$ cat src/rtl/cla_pkg.sv
// rtl/cla_pkg.sv - shared width constant and types for the 4-bit carry-lookahead group
package cla_pkg;

  // Number of bit positions handled by one lookahead group.
  localparam int CLA_WIDTH = 4;

  // Generate/propagate pair for a bit or a merged span of bits.
  typedef struct packed {
    logic g;
    logic p;
  } gp_t;

  // Carries c1..c4 out of the group, LSB first.
  typedef logic [CLA_WIDTH-1:0] carry_t;

endpackage

$ cat src/rtl/cla_gp_merge.sv
// rtl/cla_gp_merge.sv - merges a high and a low generate/propagate span into one
import cla_pkg::*;

module cla_gp_merge (
  input  gp_t hi,
  input  gp_t lo,
  output gp_t merged
);

  // The high span generates on its own, or passes through a carry generated below it.
  assign merged.g = hi.g | (hi.p & lo.g);
  assign merged.p = hi.p & lo.p;

endmodule

$ cat src/rtl/cla_logic_4.sv
// rtl/cla_logic_4.sv - 4-bit lookahead group G/P/carries with registered copies; carries enabled by CLA_LOGIC_4_CARRY_EN
import cla_pkg::*;

module cla_logic_4 (
  input  logic                 i_clk,
  input  logic                 i_rst_n,
  input  logic [CLA_WIDTH-1:0] i_g,
  input  logic [CLA_WIDTH-1:0] i_p,
  input  logic                 i_c,
  input  logic                 i_valid,
  output logic                 o_g,
  output logic                 o_p,
  output carry_t               o_c,
  output logic                 o_g_q,
  output logic                 o_p_q,
  output carry_t               o_c_q,
  output logic                 o_valid
);

  gp_t bit_32_hi;
  gp_t bit_32_lo;
  gp_t bit_10_hi;
  gp_t bit_10_lo;
  gp_t span_32;
  gp_t span_10;
  gp_t group;

  assign bit_32_hi = '{g: i_g[3], p: i_p[3]};
  assign bit_32_lo = '{g: i_g[2], p: i_p[2]};
  assign bit_10_hi = '{g: i_g[1], p: i_p[1]};
  assign bit_10_lo = '{g: i_g[0], p: i_p[0]};

  // Two-level merge tree: pairs (3,2) and (1,0) first, then the two spans.
  cla_gp_merge u_merge_32 (
    .hi     (bit_32_hi),
    .lo     (bit_32_lo),
    .merged (span_32)
  );

  cla_gp_merge u_merge_10 (
    .hi     (bit_10_hi),
    .lo     (bit_10_lo),
    .merged (span_10)
  );

  cla_gp_merge u_merge_top (
    .hi     (span_32),
    .lo     (span_10),
    .merged (group)
  );

  // Group outputs are pure functions of g/p; no reset or enable touches them.
  assign o_g = group.g;
  assign o_p = group.p;

`ifdef CLA_LOGIC_4_CARRY_EN
  carry_t carry;

  // Every carry is a flat sum of products from c0, so no carry waits on another.
  always_comb begin
    carry    = '0;
    carry[0] = i_g[0] | (i_p[0] & i_c);
    carry[1] = i_g[1] | (i_p[1] & i_g[0]) | (i_p[1] & i_p[0] & i_c);
    carry[2] = i_g[2] | (i_p[2] & i_g[1]) | (i_p[2] & i_p[1] & i_g[0])
             | (i_p[2] & i_p[1] & i_p[0] & i_c);
    carry[3] = group.g | (group.p & i_c);
  end

  assign o_c = carry;

  // Capture the carries alongside G/P when the inputs are qualified.
  always_ff @(posedge i_clk or negedge i_rst_n) begin
    if (!i_rst_n) begin
      o_c_q <= '0;
    end else if (i_valid) begin
      o_c_q <= carry;
    end
  end
`else
  logic unused_c;

  // Carry logic is absent in this build; the carry-in has no consumer.
  assign unused_c = i_c;
  assign o_c      = '0;
  assign o_c_q    = '0;
`endif

  // Registered G/P load only on qualified cycles; reset clears them asynchronously.
  always_ff @(posedge i_clk or negedge i_rst_n) begin
    if (!i_rst_n) begin
      o_g_q <= 1'b0;
      o_p_q <= 1'b0;
    end else if (i_valid) begin
      o_g_q <= group.g;
      o_p_q <= group.p;
    end
  end

  // The valid flag tracks i_valid every cycle so it marks exactly the capture cycles.
  always_ff @(posedge i_clk or negedge i_rst_n) begin
    if (!i_rst_n) begin
      o_valid <= 1'b0;
    end else begin
      o_valid <= i_valid;
    end
  end

endmodule

$ cat config.mk
export PLATFORM = sky130hd
export DESIGN_NAME = cla_logic_4
export DESIGN_NICKNAME = d
export VERILOG_FILES = /design/src/rtl/cla_pkg.sv /design/src/rtl/cla_gp_merge.sv /design/src/rtl/cla_logic_4.sv
export SDC_FILE = /design/constraint.sdc
export NUM_CORES = 1
export LEC_CHECK = 0
export ABC_CLOCK_PERIOD_IN_PS = 1000
export BUFFER_PORTS_ARGS = -buffer_cell sky130_fd_sc_hd__buf_2
export CAP_MARGIN = 20
export CORE_AREA = 2 2 39 41
export CTS_CLUSTER_DIAMETER = 80
export CTS_CLUSTER_SIZE = 30
export DETAILED_ROUTE_END_ITERATION = 8
export DIE_AREA = 0 0 41 43
export HOLD_SLACK_MARGIN = 0.1
export MAX_ROUTING_LAYER = met4
export PLACE_DENSITY = 0.45
export RECOVER_POWER = 25
export SYNTH_ARGS = -nofsm -noshare
export SYNTH_HDL_FRONTEND = slang
export SYNTH_SLANG_ARGS = --single-unit
$ cat constraint.sdc
create_clock -name i_clk -period 1 [get_ports i_clk]
set_clock_uncertainty 0.2 [all_clocks]
set_input_delay 0.2 -clock i_clk [delete_from_list [all_inputs] [get_ports i_clk]]
set_output_delay 0.2 -clock i_clk [all_outputs]
set_load 0.1 [all_outputs]
==> metrics.yaml, run 1 <==
outcome:
  outcome: "finished with violations"
  violations: "negative hold slack, negative setup slack"
clock_network:
  cts_made_buffers: 3
  cts_buffer_depth: 2
  clock_latency_ns: 0.22
  cts.clk_slew.worst_paths_ns: 0.03
  cts-root-buf: "clkbuf_4"
  htree_levels: 1
  cts_tree: "built"
  clock-sinks: 3
  cts_hold_buf: 1
synthesis:
  synth_cell_types: 9
  yosysWarnings: 0
  avgSynthCellArea_um2: 10.13
  synth_top_area_share_pct: 37.04
  syn_area_um2: 202.7
  synthTopCellsByArea: "dfrtp_1, buf_4, a21oi_2"
  synth_area_leader_cell: "dfrtp_1"
  yosys_register_bits: 3
  ys_seq_area_share_pct: 37.04
  syn_inst: 20
setup_path:
  crit_family: "flip-flops"
  crit_chain: "buf_12"
  critPathKind: "register to primary output"
  reg2reg_slack_ns: -0.06
  crit_required_ns: 0.60
  cp-end-kind: "primary output"
  slowest_stage: "dfrtp_4"
  max_stage_delay_ns: 0.47
  path_buf_inv: 1
  worstPathMaxFanout: 2
  cp.arrival_ns: 0.87
  start_kind: "register"
final_layout:
  layout.cells.most_common: "conb_1"
  areaGrowthSynthToFinish_pct: 142.6
  n_antenna_cell: 0
  drive_gt1_share_pct: 72.50
  nNetsFinal: 53
  final_cell_mix: "conb_1, buf_12, buf_2, clkbuf_4, buf_6"
  stdcell_area_um2: 491.7
  fill_cells: 145
global_routing:
  grt.total_usage_pct: 5.149
  grt_max_degree: 4
  antenna_found_initial: 0
  grt_first_pass_wirelength_um: 572
  overflow: 0
  grt_pass1_vias: 157
power:
  p_per_area_mw_per_mm2: 1459
  p_comb_share_pct: 52.0
  p_switching_mw: 0.3304
  p_sw_share_pct: 46.06
  leakagePower_nw: 0.2122
  peakVddDrop_mv: 0.4645
  internal_power_mw: 0.3869
  p_clk_share_pct: 28.2
  power_frac_seq_pct: 19.8
job:
  maxCapViolCount: 0
placement:
  placed_area_um2: 402.9
  io_buffer_count: 15
  dp_slack_ns: -0.2184
  place_congestion: 0.5147
floorplanning:
  dieHeight_um: 43
  core-area_mm2: 0.001384
  io_pins: 25
  die_w_um: 41
  start_util_pct: 14.65
  row_count: 14
  die-area_mm2: 0.001763
sta:
  timing.hold.ws_ns: -0.04873
  final_hold_viol_count: 1
  rsz0062_at_grt: "yes"
  post-route-min-period_ns: 1.272
  fin_ws_ns: -0.2720
  fmax_ghz: 0.7861
  fin_crit_sh_pct: 127.2
  drv_slew: 0
  setup_viol_count_final: 7
detailed_routing:
  via_per_inst: 3.232
  dr.pass1.iters: 1
  routedWlPerCell_um: 8.054
  drt-total-wl_um: 451
  vias: 181
  drc: 0
  ant_nets: 0
  drt-initial-drc-count: 0
worst_hold_path:
  hold_class: "input port to register"
==> worst paths after layout <==
path                               from       to  cells past startpoint
worst min register to register    o_g_q    o_g_q                      1
max in group asynchronous       i_rst_n    o_p_q                      2
worst max register to register    o_p_q    o_p_q                      1
worst max-delay path              o_p_q    o_p_q                      1
worst min-delay path            i_valid  o_valid                      1
min in group asynchronous       i_rst_n  o_valid                      2
==> stage by stage <==
stage | hold slack, ns | util, % | TNS, ns | power, mW | std cells
after floorplan | -0.2956 | - | -1.004 | 0.4202 | 27
after global placement | -0.2026 | 29.11 | -0.6713 | 0.4938 | 50
after detailed placement | -0.2011 | 29.11 | -0.6756 | 0.4941 | 50
after CTS | -0.07062 | 34.63 | -1.031 | 0.7248 | 56
after global routing | -0.04312 | 35.53 | -1.066 | 0.7404 | 56
final | -0.04873 | 35.53 | -0.9688 | 0.7172 | 56
==> cell usage after synthesis (all sizes together) <==
library cell	count
nor2	1
buf	8
o21ai	1
conb	1
nand2	2
dfrtp	3
mux2	2
a21oi	2
==> per-layer routing <==
layer / track usage [%] / part of all wire (%) / vias up / wire [um]
li1: - / - / 88 / -
met1: 6.129 / 41 / 75 / 186
met2: 6.875 / 41 / 18 / 184
met3: 3.141 / 18 / 0 / 79
met4: 2.000 / 0 / 0 / 0
met5: - / 0 / - / 0
==> area by class of cell <==
| class | count | area [um^2] | area share, % |
|---|---|---|---|
| clock buffer | 4 | 26.28 | 5.344 |
| sequential | 3 | 83.83 | 17.05 |
| tap | 16 | 20.02 | 4.071 |
| multi-input combinational | 16 | 156.4 | 31.81 |
| timing repair buffer | 17 | 205.2 | 41.73 |
==> registers in the layout, summed over array words and instances (netlist names) <==
register,flops
o_g_q,1
o_p_q,1
o_valid,1
==> power groups by stage <==
| stage | clock network, mW | logic, mW | registers [mW] |
|---|---|---|---|
| after floorplan | 0 | 0.219 | 0.201 |
| after global routing | 0.215 | 0.383 | 0.143 |
| final | 0.202 | 0.373 | 0.142 |
| after CTS | 0.213 | 0.370 | 0.142 |
| after detailed placement | 0 | 0.350 | 0.144 |
| after global placement | 0 | 0.350 | 0.143 |
==> what timing repair did <==
action	4_1_cts	5_1_grt
endpoints found under the hold margin	6	3
setup buffers	1	0
setup endpoints to repair	7	7
pin swaps	4	4
cloned	0	0
resized for setup	9	3
==> kinds of logic after synthesis <==
group | count (synthesis) | share of synthesized area (%)
buf+inv | 8 | 29.63
compound gates | 3 | 12.97
flops | 3 | 37.04
simple gates | 3 | 5.555
mux | 2 | 12.96
other cells | 1 | 1.850
Note: power is estimated with default switching activity, not from simulation.
==> inputs of run 2 (changes only) <==
--- a/config.mk
+++ b/config.mk
@@ -17,6 +17,7 @@
 export MAX_ROUTING_LAYER = met4
 export PLACE_DENSITY = 0.45
 export RECOVER_POWER = 25
+export REMOVE_ABC_BUFFERS = 1
 export SYNTH_ARGS = -nofsm -noshare
 export SYNTH_HDL_FRONTEND = slang
 export SYNTH_SLANG_ARGS = --single-unit
==> run 2 against run 1 <==
Effect of this change:
- the flow still finishes with violations (negative hold slack, negative setup slack)
- cell count is 1.8% higher
- final area is 4.6% lower
- first-iteration DRC count is 4 higher
- critical path depth stayed put
- combinational power is 1% lower
- largest power group unchanged
==> metrics.yaml, run 2 (synthesized netlist as in run 1, its figures left out) <==
detailed_routing:
  drt-total-wl_um: 481  # +6.7%
  routedWlPerCell_um: 8.439  # +4.8%
  dr.pass1.iters: 2  # +1
  drc: 0  # unchanged
  vias: 186  # +2.8%
  ant_nets: 0  # unchanged
  drt-initial-drc-count: 4  # +4
  via_per_inst: 3.263  # +0.96%
clock_network:
  cts_buffer_depth: 2  # unchanged
  cts.clk_slew.worst_paths_ns: 0.04  # about the same
  cts_made_buffers: 3  # unchanged
  cts-root-buf: "clkbuf_4"
  cts_tree: "built"
  cts_hold_buf: 1  # unchanged
  clock_latency_ns: 0.23  # about the same
  clock-sinks: 3  # unchanged
  htree_levels: 1  # unchanged
sta:
  post-route-min-period_ns: 1.209  # -0.06313 ns
  final_hold_viol_count: 1  # unchanged
  fin_crit_sh_pct: 120.9  # -6.3 points
  rsz0062_at_grt: "yes"
  drv_slew: 0  # unchanged
  fmax_ghz: 0.8272  # +5.2%
  timing.hold.ws_ns: -0.05813  # -0.009404 ns
  fin_ws_ns: -0.2089  # +0.06313 ns
  totalNegativeSetupSlack_ns: -0.9235  # +0.04535 ns
  setup_viol_count_final: 6  # -1
final_layout:
  nNetsFinal: 54  # +1.9%
  top_regs: "o_g_q (1), o_p_q (1), o_valid (1)"
  drive_gt1_share_pct: 65.85  # -6.6 points
  instances_no_fill: 57  # +1.8%
  regArea_um2: 75.07  # -10%
  stdcell_area_um2: 469.2  # -4.6%
  areaGrowthSynthToFinish_pct: 131.5
  fill_cells: 146  # +0.69%
  layout.cells.most_common: "conb_1"
  n_antenna_cell: 0  # unchanged
  multi_input_area_um2: 128.9  # -18%
  final_cell_mix: "conb_1, buf_12, buf_6"
setup_path:
  path_buf_inv: 1  # unchanged
  max_stage_delay_ns: 0.40  # -0.07 ns
  slowest_stage: "dfrtp_1"
  crit_chain: "buf_12"
  crit_family: "flip-flops"
  cp.arrival_ns: 0.81  # -0.06 ns
  cp-end-kind: "primary output"
  crit_required_ns: 0.60  # about the same
  start_kind: "register"
  critPathKind: "register to primary output"
  worstPathMaxFanout: 2  # unchanged
floorplanning:
  core-area_mm2: 0.001384  # unchanged
  start_util_pct: 14.65  # unchanged
  die_w_um: 41  # unchanged
  dieHeight_um: 43  # unchanged
  die-area_mm2: 0.001763  # unchanged
  row_count: 14  # unchanged
  io_pins: 25  # unchanged
power:
  p_per_area_mw_per_mm2: 1541  # +5.6%
  leakagePower_nw: 0.2225  # +4.9%
  power_mw: 0.7230  # +0.81%
  peakVddDrop_mv: 0.5628  # +21%
outcome:
  outcome: "finished with violations"
  violations: "negative hold slack, negative setup slack"
worst_hold_path:
  hold_class: "input port to register"
global_routing:
  grt_pass1_vias: 207  # +32%
  antenna_found_initial: 0  # unchanged
  grt_max_degree: 4  # unchanged
  overflow: 0  # unchanged
  grt_first_pass_wirelength_um: 807  # +41%
  grt.total_usage_pct: 7.914  # +2.8 points
placement:
  io_buffer_count: 15  # unchanged
  placed_cells: 51  # +2.0%
  dpl.hpwl_um: 332.4
  placed_area_um2: 346.6  # -14%
  place_congestion: 0.6270  # +22%
job:
  maxCapViolCount: 0  # unchanged
run 2: cell types whose count changed in the layout (fill, tap and decap cells not counted), sizes merged:
cell	before	now
buf	15	16
run 2: what timing repair did:
action	4_1_cts	5_1_grt
hold endpoints to repair	6	3
pin swaps	6	1
resized for setup	15	0
endpoints found under the setup margin	5	7
setup buffers	1	0
run 2: where the power goes:
part	total, mW	leakage [nW]	internal, mW	switching, mW
Sequential	0.138	0.0361	0.130	0.00784
Combinational	0.368	0.171	0.107	0.261
Clock	0.217	0.0150	0.150	0.0668
Total	0.723	0.223	0.387	0.336
run 2: through the flow:
step                setup slack [ns]  util, %
floorplan                     -1.176        -
global placement             -0.2149    25.05
detailed placement           -0.2173    25.05
CTS                          -0.2259    34.00
global route                 -0.2437    33.91
finish                       -0.2089    33.91
run 2: per-layer routing:
metal	vias to the layer above	share of wire [%]	GRT usage (%)
met4	0	0	6.000
met3	0	7.7	6.283
met1	87	28	5.449
met2	8	64	12.19
met5	-	0	-
li1	91	-	-
run 2: path summary, 6_finish.rpt:
check	start	to	slack [ns]	cells past startpoint
hold / removal	i_valid	o_valid	-0.06	1
hold reg to reg	o_p_q	o_p_q	0.37	1
setup reg to reg	o_g_q	o_g_q	-0.10	2
min in group asynchronous	i_rst_n	o_g_q	0.09	2
setup / recovery	o_p_q	o_p_q	-0.21	1
max in group asynchronous	i_rst_n	o_valid	0.40	2
run 2: cell type report:
type	instances	area share, %
clock buffers	4	5.600
multi-input cells	16	27.47
flip-flops and latches	3	16.00
well taps	16	4.267
repair buffers	18	46.67
==> inputs of run 3 (changes only) <==
--- a/config.mk
+++ b/config.mk
@@ -21,3 +21,4 @@
 export SYNTH_ARGS = -nofsm -noshare
 export SYNTH_HDL_FRONTEND = slang
 export SYNTH_SLANG_ARGS = --single-unit
+export TNS_END_PERCENT = 20
==> run 3 against run 2 <==
Effect of this change:
- the run still ends with negative hold slack, negative setup slack left
- fmax hardly changed
- critical path depth unchanged
- die area unchanged
- count of clock-buffer cells in the layout unchanged
- core utilization fell by 3.2 points
- critical path type unchanged
- critical endpoint unchanged
- largest power group unchanged
- highest routed layer unchanged
==> metrics.yaml, run 3 (synthesized netlist as in run 1, its figures left out) <==
final_layout:
  n_antenna_cell: 0  # unchanged
  final_cell_mix: "conb_1, buf_2, buf_12"
  instances_no_fill: 57  # unchanged
  areaGrowthSynthToFinish_pct: 109.9
  fill_cells: 141  # -3.4%
  layout.cells.most_common: "conb_1"
  drive_gt1_share_pct: 63.41  # -2.4 points
  top_regs: "o_g_q (1), o_p_q (1), o_valid (1)"
  nNetsFinal: 54  # unchanged
setup_path:
  crit_required_ns: 0.60  # about the same
  reg2reg_slack_ns: -0.10  # about the same
  r2r.worst_path.cells: 2  # unchanged
  cp-end-kind: "primary output"
  endpoint: "o_p_q"
  path_buf_inv: 1  # unchanged
  critPathKind: "register to primary output"
  max_stage_delay_ns: 0.40  # about the same
  crit_family: "flip-flops"
  path_depth: 1  # unchanged
  r2r_end: "o_g_q"
  start_kind: "register"
  slowest_stage: "dfrtp_1"
  crit_path_start: "o_p_q"
  worstPathMaxFanout: 2  # unchanged
  r2r_start: "o_g_q"
  cp.arrival_ns: 0.81  # about the same
  crit_chain: "buf_12"
detailed_routing:
  routedWlPerCell_um: 7.649  # -9.4%
  dr.pass1.iters: 2  # unchanged
  drt-total-wl_um: 436  # -9.4%
  drt-initial-drc-count: 4  # unchanged
  ant_nets: 0  # unchanged
  vias: 185  # -0.54%
  drc: 0  # unchanged
  via_per_inst: 3.246  # -0.54%
floorplanning:
  io_pins: 25  # unchanged
  start_util_pct: 14.65  # unchanged
  dieHeight_um: 43  # unchanged
  core-area_mm2: 0.001384  # unchanged
  die_w_um: 41  # unchanged
  row_count: 14  # unchanged
  die-area_mm2: 0.001763  # unchanged
power:
  power_mw: 0.7012  # -3.0%
  leakagePower_nw: 0.2103  # -5.5%
  peakVddDrop_mv: 0.5627  # about the same
  p_per_area_mw_per_mm2: 1648  # +7.0%
global_routing:
  grt_first_pass_wirelength_um: 710  # -12%
  grt_pass1_vias: 191  # -7.7%
  grt.total_usage_pct: 7.091  # -0.82 points
  grt_max_degree: 4  # unchanged
  overflow: 0  # unchanged
  antenna_found_initial: 0  # unchanged
outcome:
  violations: "negative hold slack, negative setup slack"
  outcome: "finished with violations"
worst_hold_path:
  hold_class: "input port to register"
clock_network:
  cts.clk_slew.worst_paths_ns: 0.04  # about the same
  htree_levels: 1  # unchanged
  cts_buffer_depth: 2  # unchanged
  cts-root-buf: "clkbuf_4"
  cts_made_buffers: 3  # unchanged
  clock_latency_ns: 0.23  # about the same
  cts_tree: "built"
  cts_hold_buf: 1  # unchanged
  clock-sinks: 3  # unchanged
sta:
  timing.hold.ws_ns: -0.05779  # +0.0003453 ns
  fin_ws_ns: -0.2087  # +0.0002280 ns
  rsz0062_at_grt: "yes"
  final_hold_viol_count: 1  # unchanged
  setup_viol_count_final: 6  # unchanged
  drv_slew: 0  # unchanged
  post-route-min-period_ns: 1.209  # -0.0002280 ns
  fmax_ghz: 0.8274  # about the same
  fin_crit_sh_pct: 120.9  # about the same
placement:
  dpl.hpwl_um: 332.4  # unchanged
  io_buffer_count: 15  # unchanged
  placed_cells: 51  # unchanged
  place_congestion: 0.6270  # unchanged
job:
  maxCapViolCount: 0  # unchanged
[run 3: cell counts in the layout (fill, tap and decap cells not counted)]
Identical to the previous run, type by type.
[run 3: area by class of cell]
| type | count | area [um^2] | share of cell area, % |
|---|---|---|---|
| clock buffers | 4 | 26.28 | 6.176 |
| multi-input cells | 16 | 111.4 | 26.18 |
| flip-flops and latches | 3 | 75.07 | 17.65 |
| well taps | 16 | 20.02 | 4.706 |
| repair buffers | 18 | 192.7 | 45.29 |
[run 3: power by group]
group	leakage (nW)	total [mW]	switching (mW)	internal, mW
Combinational	0.159	0.348	0.255	0.0930
Sequential	0.0361	0.138	0.00784	0.130
Clock	0.0150	0.215	0.0648	0.150
[run 3: timing repair]
action | in CTS | in global routing
setup buffers | 1 | 0
gates resized for setup | 6 | 1
pin swaps | 3 | 0
hold endpoints to repair | 6 | 3
setup endpoints to repair | 5 | 7
[run 3: how the worst min path moves through the flow]
stage                  from      end  slack (ns)  depth (start not counted)
finish              i_valid  o_valid       -0.06                          1
global route        i_valid  o_valid       -0.06                          1
CTS                 i_valid  o_valid       -0.08                          1
detailed placement  i_rst_n    o_g_q       -0.20                          1
global placement    i_rst_n    o_g_q       -0.20                          1
floorplan           i_rst_n    o_g_q       -0.30                          0
[run 3: through the flow]
stage                     utilization [%]  setup TNS [ns]  setup slack, ns  instance area [um^2]
after floorplan                         -          -4.202           -1.176                 168.9
after global placement              25.05         -0.7082          -0.2149                 346.6
after detailed placement            25.05         -0.7068          -0.2173                 346.6
after CTS                           30.65          -1.033          -0.2259                 424.2
after global routing                30.74          -1.131          -0.2437                 425.4
final                               30.74         -0.9528          -0.2087                 425.4
[run 3: routing by layer]
layer | wire [um] | share of wire (%) | GRT usage, % | vias to the layer above
met2 | 276 | 63 | 10.63 | 8
met1 | 122 | 28 | 4.487 | 86
met5 | 0 | 0 | - | -
met4 | 0 | 0 | 6.000 | 0
met3 | 37 | 8.5 | 6.283 | 0
li1 | - | - | - | 91
